<file path="src/rtl/sys_frame_timing_gen.sv">
// sys_frame_timing_gen
//   Frame timing generator. A free-running frame counter produces the 10 ms and
//   5 ms head pulses, the half-frame indicator, a 10-bit frame number and
//   per-channel offset ticks. The counter is aligned to an external 10 ms
//   reference through a HUNT/CHECK/LOCK/HOLD tracker that counts misaligned and
//   missing reference heads.
//
// Ports
//   clk, rst          system clock, asynchronous active-high reset
//   i_ref_frame_10ms  external 10 ms head (asynchronous level)
//   i_cfg_gap         counter load value applied on reference alignment
//   i_ch_offset       per-channel tick position, channel k at [k*CNT_W +: CNT_W]
//   i_ch_en           per-channel tick enable
//   i_clr_stat        clear the error/miss statistics
//   o_frame_10ms      10 ms head pulse, PULSE_W cycles
//   o_frame_5ms       5 ms head pulse, PULSE_W cycles
//   o_frame_kind      1 = first half-frame, 0 = second half-frame
//   o_sfn             frame number (mod 1024)
//   o_ch_tick         one-cycle channel ticks
//   o_state           tracker state (HUNT=0, CHECK=1, LOCK=2, HOLD=3)
//   o_ref_err_cnt     saturating misaligned-head count
//   o_ref_miss_cnt    saturating missing-head count
module sys_frame_timing_gen #(
    parameter int FRAME_TICKS = 1228800,
    parameter int CNT_W       = 23,
    parameter int N_CH        = 4,
    parameter int LOCK_CNT    = 3,
    parameter int MISS_MAX    = 2,
    parameter int PULSE_W     = 5
) (
    input  logic                  clk,
    input  logic                  rst,
    input  logic                  i_ref_frame_10ms,
    input  logic [CNT_W-1:0]      i_cfg_gap,
    input  logic [N_CH*CNT_W-1:0] i_ch_offset,
    input  logic [N_CH-1:0]       i_ch_en,
    input  logic                  i_clr_stat,
    output logic                  o_frame_10ms,
    output logic                  o_frame_5ms,
    output logic                  o_frame_kind,
    output logic [9:0]            o_sfn,
    output logic [N_CH-1:0]       o_ch_tick,
    output logic [1:0]            o_state,
    output logic [7:0]            o_ref_err_cnt,
    output logic [7:0]            o_ref_miss_cnt
);

    localparam logic [CNT_W-1:0] LP_LAST = CNT_W'(FRAME_TICKS - 1);
    localparam logic [CNT_W-1:0] LP_HALF = CNT_W'(FRAME_TICKS / 2 - 1);
    localparam logic [CNT_W-1:0] LP_ONE  = CNT_W'(1);
    localparam int               PW_W    = $clog2(PULSE_W + 1);
    localparam int               GOOD_W  = $clog2(LOCK_CNT + 1);
    localparam int               MR_W    = $clog2(MISS_MAX + 1);
    localparam logic [PW_W-1:0]  LP_PW   = PW_W'(PULSE_W);
    localparam logic [PW_W-1:0]  PW_ONE  = PW_W'(1);

    typedef enum logic [1:0] {
        ST_HUNT  = 2'd0,
        ST_CHECK = 2'd1,
        ST_LOCK  = 2'd2,
        ST_HOLD  = 2'd3
    } state_t;

    state_t             r_state;
    state_t             w_state_nxt;
    logic               r_sync1;
    logic               r_sync2;
    logic               r_sync3;
    logic               r_ref_p;
    logic [CNT_W-1:0]   r_cnt;
    logic [GOOD_W-1:0]  r_good;
    logic [GOOD_W-1:0]  w_good_nxt;
    logic [MR_W-1:0]    r_miss_run;
    logic [MR_W-1:0]    w_mr_nxt;
    logic [PW_W-1:0]    r_p10_rem;
    logic [PW_W-1:0]    r_p5_rem;
    logic               r_kind;
    logic [9:0]         r_sfn;
    logic [N_CH-1:0]    r_ch_tick;
    logic [7:0]         r_err;
    logic [7:0]         r_miss;

    logic [CNT_W-1:0]   w_exp;
    logic               w_at_exp;
    logic               w_aligned;
    logic               w_misal;
    logic               w_miss;
    logic               w_head;
    logic               w_half;
    logic               w_reload;
    logic               w_err_inc;
    logic               w_miss_inc;
    logic               w_sfn_clr;

    // Reference position: the head must land on the count just before the
    // load value, so a reload is seamless when the reference is aligned.
    assign w_exp     = (i_cfg_gap == '0) ? LP_LAST : (i_cfg_gap - LP_ONE);
    assign w_at_exp  = (r_cnt == w_exp);
    assign w_aligned = r_ref_p & w_at_exp;
    assign w_misal   = r_ref_p & ~w_at_exp;
    assign w_miss    = ~r_ref_p & w_at_exp;
    assign w_head    = (r_cnt == LP_LAST);
    assign w_half    = (r_cnt == LP_HALF);

    // Two-flop synchroniser, then a registered rising-edge strobe.
    always_ff @(posedge clk or posedge rst) begin
        if (rst) begin
            r_sync1 <= 1'b0;
            r_sync2 <= 1'b0;
            r_sync3 <= 1'b0;
            r_ref_p <= 1'b0;
        end else begin
            r_sync1 <= i_ref_frame_10ms;
            r_sync2 <= r_sync1;
            r_sync3 <= r_sync2;
            r_ref_p <= r_sync2 & ~r_sync3;
        end
    end

    // Tracker: state register
    always_ff @(posedge clk or posedge rst) begin
        if (rst) begin
            r_state    <= ST_HUNT;
            r_good     <= '0;
            r_miss_run <= '0;
        end else begin
            r_state    <= w_state_nxt;
            r_good     <= w_good_nxt;
            r_miss_run <= w_mr_nxt;
        end
    end

    // Tracker: next state and actions
    always_comb begin
        w_state_nxt = r_state;
        w_good_nxt  = r_good;
        w_mr_nxt    = r_miss_run;
        w_reload    = 1'b0;
        w_err_inc   = 1'b0;
        w_miss_inc  = 1'b0;
        w_sfn_clr   = 1'b0;
        case (r_state)
            ST_HUNT: begin
                if (r_ref_p) begin
                    w_reload    = 1'b1;
                    w_good_nxt  = GOOD_W'(1);
                    w_mr_nxt    = '0;
                    w_sfn_clr   = 1'b1;
                    w_state_nxt = ST_CHECK;
                end
            end
            ST_CHECK: begin
                if (w_aligned) begin
                    w_good_nxt = r_good + GOOD_W'(1);
                    if (r_good >= GOOD_W'(LOCK_CNT - 1)) begin
                        w_mr_nxt    = '0;
                        w_state_nxt = ST_LOCK;
                    end
                end else if (w_misal) begin
                    w_reload   = 1'b1;
                    w_good_nxt = GOOD_W'(1);
                    w_err_inc  = 1'b1;
                end else if (w_miss) begin
                    w_good_nxt  = '0;
                    w_state_nxt = ST_HUNT;
                end
            end
            ST_LOCK: begin
                if (w_aligned) begin
                    w_mr_nxt = '0;
                end else if (w_misal) begin
                    w_err_inc   = 1'b1;
                    w_state_nxt = ST_HOLD;
                end else if (w_miss) begin
                    w_miss_inc = 1'b1;
                    w_mr_nxt   = r_miss_run + MR_W'(1);
                    if (r_miss_run >= MR_W'(MISS_MAX - 1)) begin
                        w_state_nxt = ST_HOLD;
                    end
                end
            end
            ST_HOLD: begin
                if (w_aligned) begin
                    w_mr_nxt    = '0;
                    w_state_nxt = ST_LOCK;
                end else if (w_misal) begin
                    w_reload    = 1'b1;
                    w_good_nxt  = GOOD_W'(1);
                    w_mr_nxt    = '0;
                    w_err_inc   = 1'b1;
                    w_state_nxt = ST_CHECK;
                end else if (w_miss) begin
                    w_miss_inc = 1'b1;
                end
            end
            default: w_state_nxt = ST_HUNT;
        endcase
    end

    // Tracker: outputs
    always_comb begin
        o_state        = r_state;
        o_frame_10ms   = (r_p10_rem != '0);
        o_frame_5ms    = (r_p5_rem != '0);
        o_frame_kind   = r_kind;
        o_sfn          = r_sfn;
        o_ch_tick      = r_ch_tick;
        o_ref_err_cnt  = r_err;
        o_ref_miss_cnt = r_miss;
    end

    // Frame counter and head decodes. Decodes use the pre-reload count, so a
    // reload landing on the last tick still emits that head.
    always_ff @(posedge clk or posedge rst) begin
        if (rst) begin
            r_cnt     <= '0;
            r_p10_rem <= '0;
            r_p5_rem  <= '0;
            r_kind    <= 1'b0;
            r_sfn     <= '0;
        end else begin
            if (w_reload) begin
                r_cnt <= i_cfg_gap;
            end else if (w_head) begin
                r_cnt <= '0;
            end else begin
                r_cnt <= r_cnt + LP_ONE;
            end

            if (w_head) begin
                r_p10_rem <= LP_PW;
            end else if (r_p10_rem != '0) begin
                r_p10_rem <= r_p10_rem - PW_ONE;
            end

            if (w_head || w_half) begin
                r_p5_rem <= LP_PW;
            end else if (r_p5_rem != '0) begin
                r_p5_rem <= r_p5_rem - PW_ONE;
            end

            if (w_head) begin
                r_kind <= 1'b1;
            end else if (w_half) begin
                r_kind <= 1'b0;
            end

            if (w_sfn_clr) begin
                r_sfn <= '0;
            end else if (w_head) begin
                r_sfn <= r_sfn + 10'd1;
            end
        end
    end

    // Channel ticks: offsets beyond the frame never match the counter.
    always_ff @(posedge clk or posedge rst) begin
        if (rst) begin
            r_ch_tick <= '0;
        end else begin
            for (int unsigned k = 0; k < N_CH; k++) begin
                r_ch_tick[k] <= i_ch_en[k] && (r_cnt == i_ch_offset[k*CNT_W +: CNT_W]);
            end
        end
    end

    // Statistics: clear takes priority over a coincident increment.
    always_ff @(posedge clk or posedge rst) begin
        if (rst) begin
            r_err  <= '0;
            r_miss <= '0;
        end else if (i_clr_stat) begin
            r_err  <= '0;
            r_miss <= '0;
        end else begin
            if (w_err_inc && (r_err != 8'hFF)) begin
                r_err <= r_err + 8'd1;
            end
            if (w_miss_inc && (r_miss != 8'hFF)) begin
                r_miss <= r_miss + 8'd1;
            end
        end
    end

endmodule

</file>
<file path="config.mk">
export PLATFORM = sky130hd
export DESIGN_NAME = sys_frame_timing_gen
export DESIGN_NICKNAME = d
export VERILOG_FILES = /design/src/rtl/sys_frame_timing_gen.sv
export SDC_FILE = /design/constraint.sdc
export NUM_CORES = 1
export LEC_CHECK = 0
export CORE_MARGIN = 8
export CORE_UTILIZATION = 45
export DETAILED_ROUTE_END_ITERATION = 16
export PLACE_DENSITY = 0.78
export SLEW_MARGIN = 20
export SYNTH_ARGS = -nofsm -noshare
export SYNTH_HDL_FRONTEND = slang
export SYNTH_SLANG_ARGS = --single-unit
</file>
<file path="constraint.sdc">
create_clock -name clk -period 4.3 [get_ports clk]
set_clock_uncertainty 0.1 [all_clocks]
set_input_delay 0.86 -clock clk [delete_from_list [all_inputs] [get_ports clk]]
set_output_delay 0.86 -clock clk [all_outputs]
set_load 0.05 [all_outputs]
</file>
==> results.yml, run 1 <==
drt:
  ant_nets: 0
  drc_errors: 0
  vias: 6504
  wl_um: 24600
  detail_route.wl_per_cell_um: 22.5
  vias_per_cell: 5.94
  dr.pass1.iters: 6
  drt_iter0_markers: 678
yosys:
  synth_edf_count: 0
  syn_area_per_cell_sq_um: 8.57
  ys_types: 72
  syn_inst: 683
  ys_ff_latch: 70
  ys_seq_area_share_pct: 29.9
  netlist_area_sq_mm: 0.00586
  synth_warnings: 0
  synth_fp_nets: 823
  synth-main-ff-cell: "dfrtp_1"
  synthArstFlopShare_pct: 100
min_path:
  hold_depth: 0
  hp-class: "flip-flop to flip-flop"
  holdCritStartpoint: "r_sync1$_DFF_PP0_"
  min_to: "r_sync2$_DFF_PP0_"
floorplanning:
  ios: 158
  die_w_um: 130
  die-area_sq_mm: 0.0169
  fp-row-count: 41
  initial_core_util_pct: 46.2
  coreArea_sq_mm: 0.0127
  die_h_um: 130
power_and_ir_drop:
  vdd_drop_max_mv: 0.155
  combPwrFrac_pct: 35.2
  p_clk_share_pct: 31.8
  pwr_density_cell_mw_per_mm2: 270
  power_frac_seq_pct: 33.0
  p_leak_uw: 0.00389
  p_int_uw: 1660
  switching_power_uw: 868
  switching_share_pct: 34.3
finish:
  diodes: 0
  final_cells: 1095
  nets: 1059
  final_layout_size_suffix_gt1_share_pct: 27.3
  area_delta_synth_final_pct: 60.1
  mostFrequentLayoutCell: "clkdlybuf4s50_1"
  final_cell_mix: "clkdlybuf4s50_1, buf_4, xor2_1"
setup_path:
  r2r-end: "r_good[0]$_DFFE_PP0P_"
  start_kind: "primary input"
  startpoint: "i_cfg_gap[9]"
  worstPathArrival_ns: 4.70
  cp_common_cell: "buf_4"
  r2r-start: "r_cnt[3]$_DFF_PP0_"
  crit_chain: "buf_8, nor4_4, buf_4, buf_6, nand4_1, or2_2, o311ai_2, xor2_1, or4_1, or4b_4, a311oi_4, buf_4, ha_4, nor2_2, o21ai_2, a21o_1, a31oi_2, o22a_1"
  cp_slowest_cell: "or4b_4"
  r2r_slack_ns: 0.26
  crit_fanout: 3
  cp.depth: 18
  cpLargestDelayFamily: "simple AND/OR/NAND/NOR gates"
  worstSetupPathType: "primary input to flip-flop"
  cp-end-kind: "flip-flop"
  crit_buf_inv: 4
  required_ns: 4.41
  reg2regPathDepth: 16
  cpPeakStageDelay_ns: 0.55
placed_design:
  dp_slack_ns: -1.17
  place_inst: 1052
  hpwl_um: 17200
  place.gp.congestion: 0.985
  port_buffers: 157
flow_run:
  maxCapViolCount: 0
cts:
  clk_latency_ns: 0.33
  numCtsBuffers: 9
  cts_buffer_depth: 2
  cts_tree: "done"
  cts_sinks: 70
  root_buffer: "clkbuf_16"
  clk_pin_slew_ns: 0.06
  htreeDepth: 3
timing:
  setup_tns_ns: -5.98
  min_period_ns: 4.59
  finalWorstSetupSlack_ns: -0.288
  worstMarginPinSlew_ns: 0.997
  slew_headroom_pct: 33.2
  final_hold_viol_count: 0
  rsz0062_at_grt: "true"
  fin_crit_sh_pct: 107
  fmax_mhz: 218
  setup_violations: 39
  maxSlewViolCount: 0
  timing.hold.ws_ns: 0.255
grt:
  grt_pass1_wl_um: 36100
  grt_pass1_vias: 6505
  grt_max_degree: 36
  antenna_found_initial: 0
  grt_usage_pct: 27.3
  gr-total-overflow: 0
run_status:
  violations: "setup timing"
  status: "complete, but fails checks"
-- worst register-to-register path, stage by stage (launching register included) --
cell and delay [ns]:
dfrtp_1 0.55, buf_4 0.22, nand4_1 0.10, nor2_1 0.15
nand2_1 0.09, nor3_2 0.17, o211ai_1 0.10, or4_1 0.52
or4b_4 0.55, a311oi_4 0.30, buf_4 0.20, ha_4 0.14
nor2_2 0.06, o21ai_2 0.14, a21o_1 0.23, a31oi_2 0.13
o22a_1 0.18
-- cell usage after synthesis (4+ instances only) --
master / number / share of area [%]
nand4_1: 33 / 3.5
nor3_1: 22 / 1.9
xor2_1: 96 / 14
inv_1: 20 / 1.3
nor2_1: 46 / 2.9
a21oi_1: 11 / 0.94
or2_2: 4 / 0.43
nor4_1: 25 / 2.7
o21ai_0: 26 / 2.2
nor2b_1: 7 / 0.75
nor3b_1: 4 / 0.51
a22o_1: 4 / 0.60
buf_2: 4 / 0.34
clkbuf_1: 32 / 2.1
nand3_1: 21 / 1.8
buf_1: 8 / 0.51
nand2b_1: 5 / 0.53
nand2_1: 58 / 3.7
mux2i_1: 6 / 1.0
ha_1: 17 / 3.6
dfrtp_1: 70 / 30
or3_1: 15 / 1.6
and3_1: 9 / 0.96
xnor2_1: 58 / 8.7
o31ai_1: 11 / 1.4
-- registers in the layout, indices dropped and copies added (netlist names), named ones only --
name and cells:
r_cnt 23, o_sfn 10, o_ref_err_cnt 8, o_ref_miss_cnt 8
o_ch_tick 4, r_p10_rem 3, r_p5_rem 3, r_good 2
r_miss_run 2, o_frame_kind 1, o_state 1, r_ref_p 1
r_sync1 1, r_sync2 1, r_sync3 1
-- final cells by class --
type	instances	area, sq um
Multi-Input combinational cell	545	4450
Fill cell	906	3300
Timing Repair Buffer	273	2560
Sequential cell	70	1750
Clock buffer	9	225
Tap cell	172	215
Clock inverter	6	87.6
Inverter	20	80.1
-- how the worst max path moves through the flow --
| stage | slack [ns] | to |
|---|---|---|
| 6_report | -0.29 | r_good[0]$_DFFE_PP0P_ |
| 3_3_place_gp | -1.05 | o_ref_miss_cnt[7]$_DFFE_PP0P_ |
| 3_5_place_dp | -1.17 | o_ref_miss_cnt[7]$_DFFE_PP0P_ |
| 4_1_cts | -0.27 | o_ref_miss_cnt[5]$_DFFE_PP0P_ |
| 5_1_grt | -0.46 | r_miss_run[0]$_DFFE_PP0P_ |
| 2_1_floorplan | -0.53 | o_ref_miss_cnt[7]$_DFFE_PP0P_ |
-- cell families after synthesis --
kind of cell	after synthesis	share of synthesized area (%)
AO/OA/AOI/OAI	94	11.4
XOR/XNOR	156	23.9
adder cells (fa/ha/maj)	17	3.63
buffers and inverters	68	4.74
flip-flops	70	29.9
multiplexers	6	1.03
AND/OR/NAND/NOR	272	25.4
-- power groups by stage --
stage	logic, uW	registers (uW)	clock network, uW
2_1_floorplan	524	741	0
5_1_grt	948	836	838
3_5_place_dp	765	837	0
6_report	892	835	806
3_3_place_gp	749	832	0
4_1_cts	830	826	804
-- what timing repair did --
| item | in CTS | in global routing |
|---|---|---|
| pin swaps | 37 | 33 |
| setup buffers | 20 | 4 |
| hold buffers | 0 | 0 |
| gates resized for setup | 129 | 65 |
| endpoints found under the hold margin | 0 | 0 |
| endpoints found under the setup margin | 45 | 45 |
| gates cloned | 4 | 3 |
-- per-stage QoR --
stage,power [uW],instance area [sq um],utilization [%]
final,2530,9380,74.0
after global placement,1580,8210,64.8
after floorplan,1260,6020,-
after global routing,2620,9380,74.0
after detailed placement,1600,8210,64.8
after CTS,2460,9100,71.8
-- per-layer routing --
| metal | track usage, % | part of all wire [%] | vias to the layer above |
|---|---|---|---|
| li1 | - | - | 2899 |
| met1 | 33.1 | 39 | 3152 |
| met2 | 47.2 | 48 | 379 |
| met3 | 5.55 | 10 | 74 |
| met4 | 8.81 | 3.5 | 0 |
| met5 | 0 | 0 | - |
(Power assumes the default switching activity.)
==> inputs of run 2 (changes only) <==
--- a/config.mk
+++ b/config.mk
@@ -5,6 +5,7 @@
 export SDC_FILE = /design/constraint.sdc
 export NUM_CORES = 1
 export LEC_CHECK = 0
+export CAP_MARGIN = 10
 export CORE_MARGIN = 8
 export CORE_UTILIZATION = 45
 export DETAILED_ROUTE_END_ITERATION = 16
==> results of run 2 <==
Same layout as run 1: the final DEF is identical, and so are final timing and power.
==> inputs of run 3 (changes only) <==
--- a/config.mk
+++ b/config.mk
@@ -9,7 +9,7 @@
 export CORE_MARGIN = 8
 export CORE_UTILIZATION = 45
 export DETAILED_ROUTE_END_ITERATION = 16
-export PLACE_DENSITY = 0.78
+export PLACE_DENSITY = 0.75
 export SLEW_MARGIN = 20
 export SYNTH_ARGS = -nofsm -noshare
 export SYNTH_HDL_FRONTEND = slang
==> constraint.sdc (replaced) <==
create_clock -name clk -period 5.55 [get_ports clk]
set_clock_uncertainty 0.1 [all_clocks]
set_input_delay 1.11 -clock clk [delete_from_list [all_inputs] [get_ports clk]]
set_output_delay 1.11 -clock clk [all_outputs]
set_load 0.05 [all_outputs]
==> run 3 against run 2 <==
  * The flow now finishes without violations
  * First-iteration DRC count decreased by 45%
  * Worst hold slack improved by 0.0059 ns
  * Non-clock buffer count shrank 52
  * Cell area is 12% lower
  * Via count down 8.9%
  * Register-to-register slack improved by 1.1 ns
  * Cell count is 4.7% lower
  * Total power down 32%
  * Clock-buffer cell count is 1 higher
  * Critical path depth is the same
  * Critical endpoint is now o_ref_miss_cnt[7]$_DFFE_PP0P_
==> results.yml, run 3 (synthesized netlist as in run 1, its figures left out) <==
min_path:
  hp-class: "flip-flop to flip-flop"
  holdCritStartpoint: "r_sync1$_DFF_PP0_"
drt:
  dr.pass1.iters: 5
  wl_um: 20300
  drc_errors: 0
  vias: 5924
  ant_nets: 0
  drt_iter0_markers: 375
  detail_route.wl_per_cell_um: 19.5
  vias_per_cell: 5.67
setup_path:
  worstPathArrival_ns: 5.51
  r2r-end: "o_ref_miss_cnt[7]$_DFFE_PP0P_"
  crit_buf_inv: 4
  worstSetupPathType: "primary input to flip-flop"
  crit_fanout: 5
  r2r_slack_ns: 1.34
  reg2regPathDepth: 13
  cp-end-kind: "flip-flop"
  startpoint: "i_cfg_gap[0]"
  crit_end: "o_ref_miss_cnt[7]$_DFFE_PP0P_"
  required_ns: 5.70
  start_kind: "primary input"
  cp_slowest_cell: "or4_1"
  crit_chain: "clkdlybuf4s50_1, inv_1, ha_1, or4b_4, buf_4, nor4_2, xnor2_1, a2bb2oi_2, nand4_1, or4_1, or4b_4, a311oi_2, buf_4, ha_1, o211a_1, nand4_1, or3_1, a21oi_1"
  cp.depth: 18
  r2r-start: "r_cnt[22]$_DFF_PP0_"
  cpLargestDelayFamily: "simple AND/OR/NAND/NOR gates"
  cpPeakStageDelay_ns: 0.56
timing:
  fin_crit_sh_pct: 96.5
  worstMarginPinSlew_ns: 0.863
  finalWorstSetupSlack_ns: 0.192
  fmax_mhz: 187
  setup_violations: 0
  final_hold_viol_count: 0
  min_period_ns: 5.36
  slew_headroom_pct: 42.0
  rsz0062_at_grt: "false"
  maxSlewViolCount: 0
floorplanning:
  coreArea_sq_mm: 0.0127
  initial_core_util_pct: 46.2
  die_w_um: 130
  ios: 158
  die-area_sq_mm: 0.0169
  die_h_um: 130
  fp-row-count: 41
grt:
  antenna_found_initial: 0
  grt_pass1_wl_um: 32100
  grt_pass1_vias: 6008
  gr-total-overflow: 0
  grt_usage_pct: 24.3
  grt_max_degree: 39
cts:
  root_buffer: "clkbuf_16"
  cts_buffer_depth: 2
  numCtsBuffers: 9
  htreeDepth: 3
  cts_sinks: 70
  clk_latency_ns: 0.34
  cts_tree: "done"
  clk_pin_slew_ns: 0.06
flow_run:
  maxCapViolCount: 0
placed_design:
  port_buffers: 157
  dp_slack_ns: -0.162
  hpwl_um: 16100
  place_inst: 1027
  place.gp.congestion: 0.950
power_and_ir_drop:
  p_leak_uw: 0.00332
  vdd_drop_max_mv: 0.142
  pwr_density_cell_mw_per_mm2: 210
finish:
  nets: 1007
  diodes: 0
  largest_reg_flops: 23
  final_cell_mix: "clkdlybuf4s50_1, xor2_1, dfrtp_1"
  area_delta_synth_final_pct: 40.7
  top_register: "r_cnt"
  final_layout_size_suffix_gt1_share_pct: 11.6
  final_cells: 1044
  mostFrequentLayoutCell: "clkdlybuf4s50_1"
run_status:
  status: "complete, no violations"
-- run 3: final cells by class --
| type | instances | area (sq um) |
|---|---|---|
| Clock buffer | 10 | 229 |
| Fill cell | 1064 | 4430 |
| Inverter | 20 | 75.1 |
| Sequential cell | 70 | 1750 |
| Multi-Input combinational cell | 545 | 3840 |
| Clock inverter | 6 | 47.5 |
| Tap cell | 172 | 215 |
| Timing Repair Buffer | 221 | 2080 |
-- run 3: timing repair --
action,4_1_cts,5_1_grt
setup buffers,0,1
hold buffers,0,0
endpoints found under the setup margin,0,6
gates resized for setup,0,3
-- run 3: through the flow --
stage,TNS [ns],area (sq um),hold WS (ns),total power [uW],util [%]
6_report,0,8240,0.261,1730,65.0
5_1_grt,0,8240,0.270,1820,65.0
4_1_cts,0,8210,0.259,1740,64.8
3_5_place_dp,-1.42,7940,0.245,1200,62.6
3_3_place_gp,-0.0787,7940,0.251,1190,62.6
2_1_floorplan,0,5860,0.231,967,-
-- run 3: how the worst min path moves through the flow --
stage / endpoint / slack, ns / cells past startpoint
floorplan: r_sync2$_DFF_PP0_ / 0.23 / 0
global placement: r_sync2$_DFF_PP0_ / 0.25 / 0
detailed placement: r_sync2$_DFF_PP0_ / 0.25 / 0
CTS: r_sync2$_DFF_PP0_ / 0.26 / 0
global route: r_sync2$_DFF_PP0_ / 0.27 / 0
finish: r_sync2$_DFF_PP0_ / 0.26 / 0
-- run 3: layer usage --
layer	vias to the layer above	wire [um]	GRT usage (%)
met2	247	9630	41.3
met5	-	0	0
met3	31	1500	4.65
met4	0	439	8.20
met1	2853	8770	30.2
li1	2793	-	-
-- run 3: power breakdown --
part | switching, uW | total [uW] | internal [uW] | leakage (uW)
clock network | 228 | 534 | 305 | 0.000133
logic | 240 | 524 | 284 | 0.00227
registers | 130 | 676 | 546 | 0.000922
total | 598 | 1730 | 1140 | 0.00332
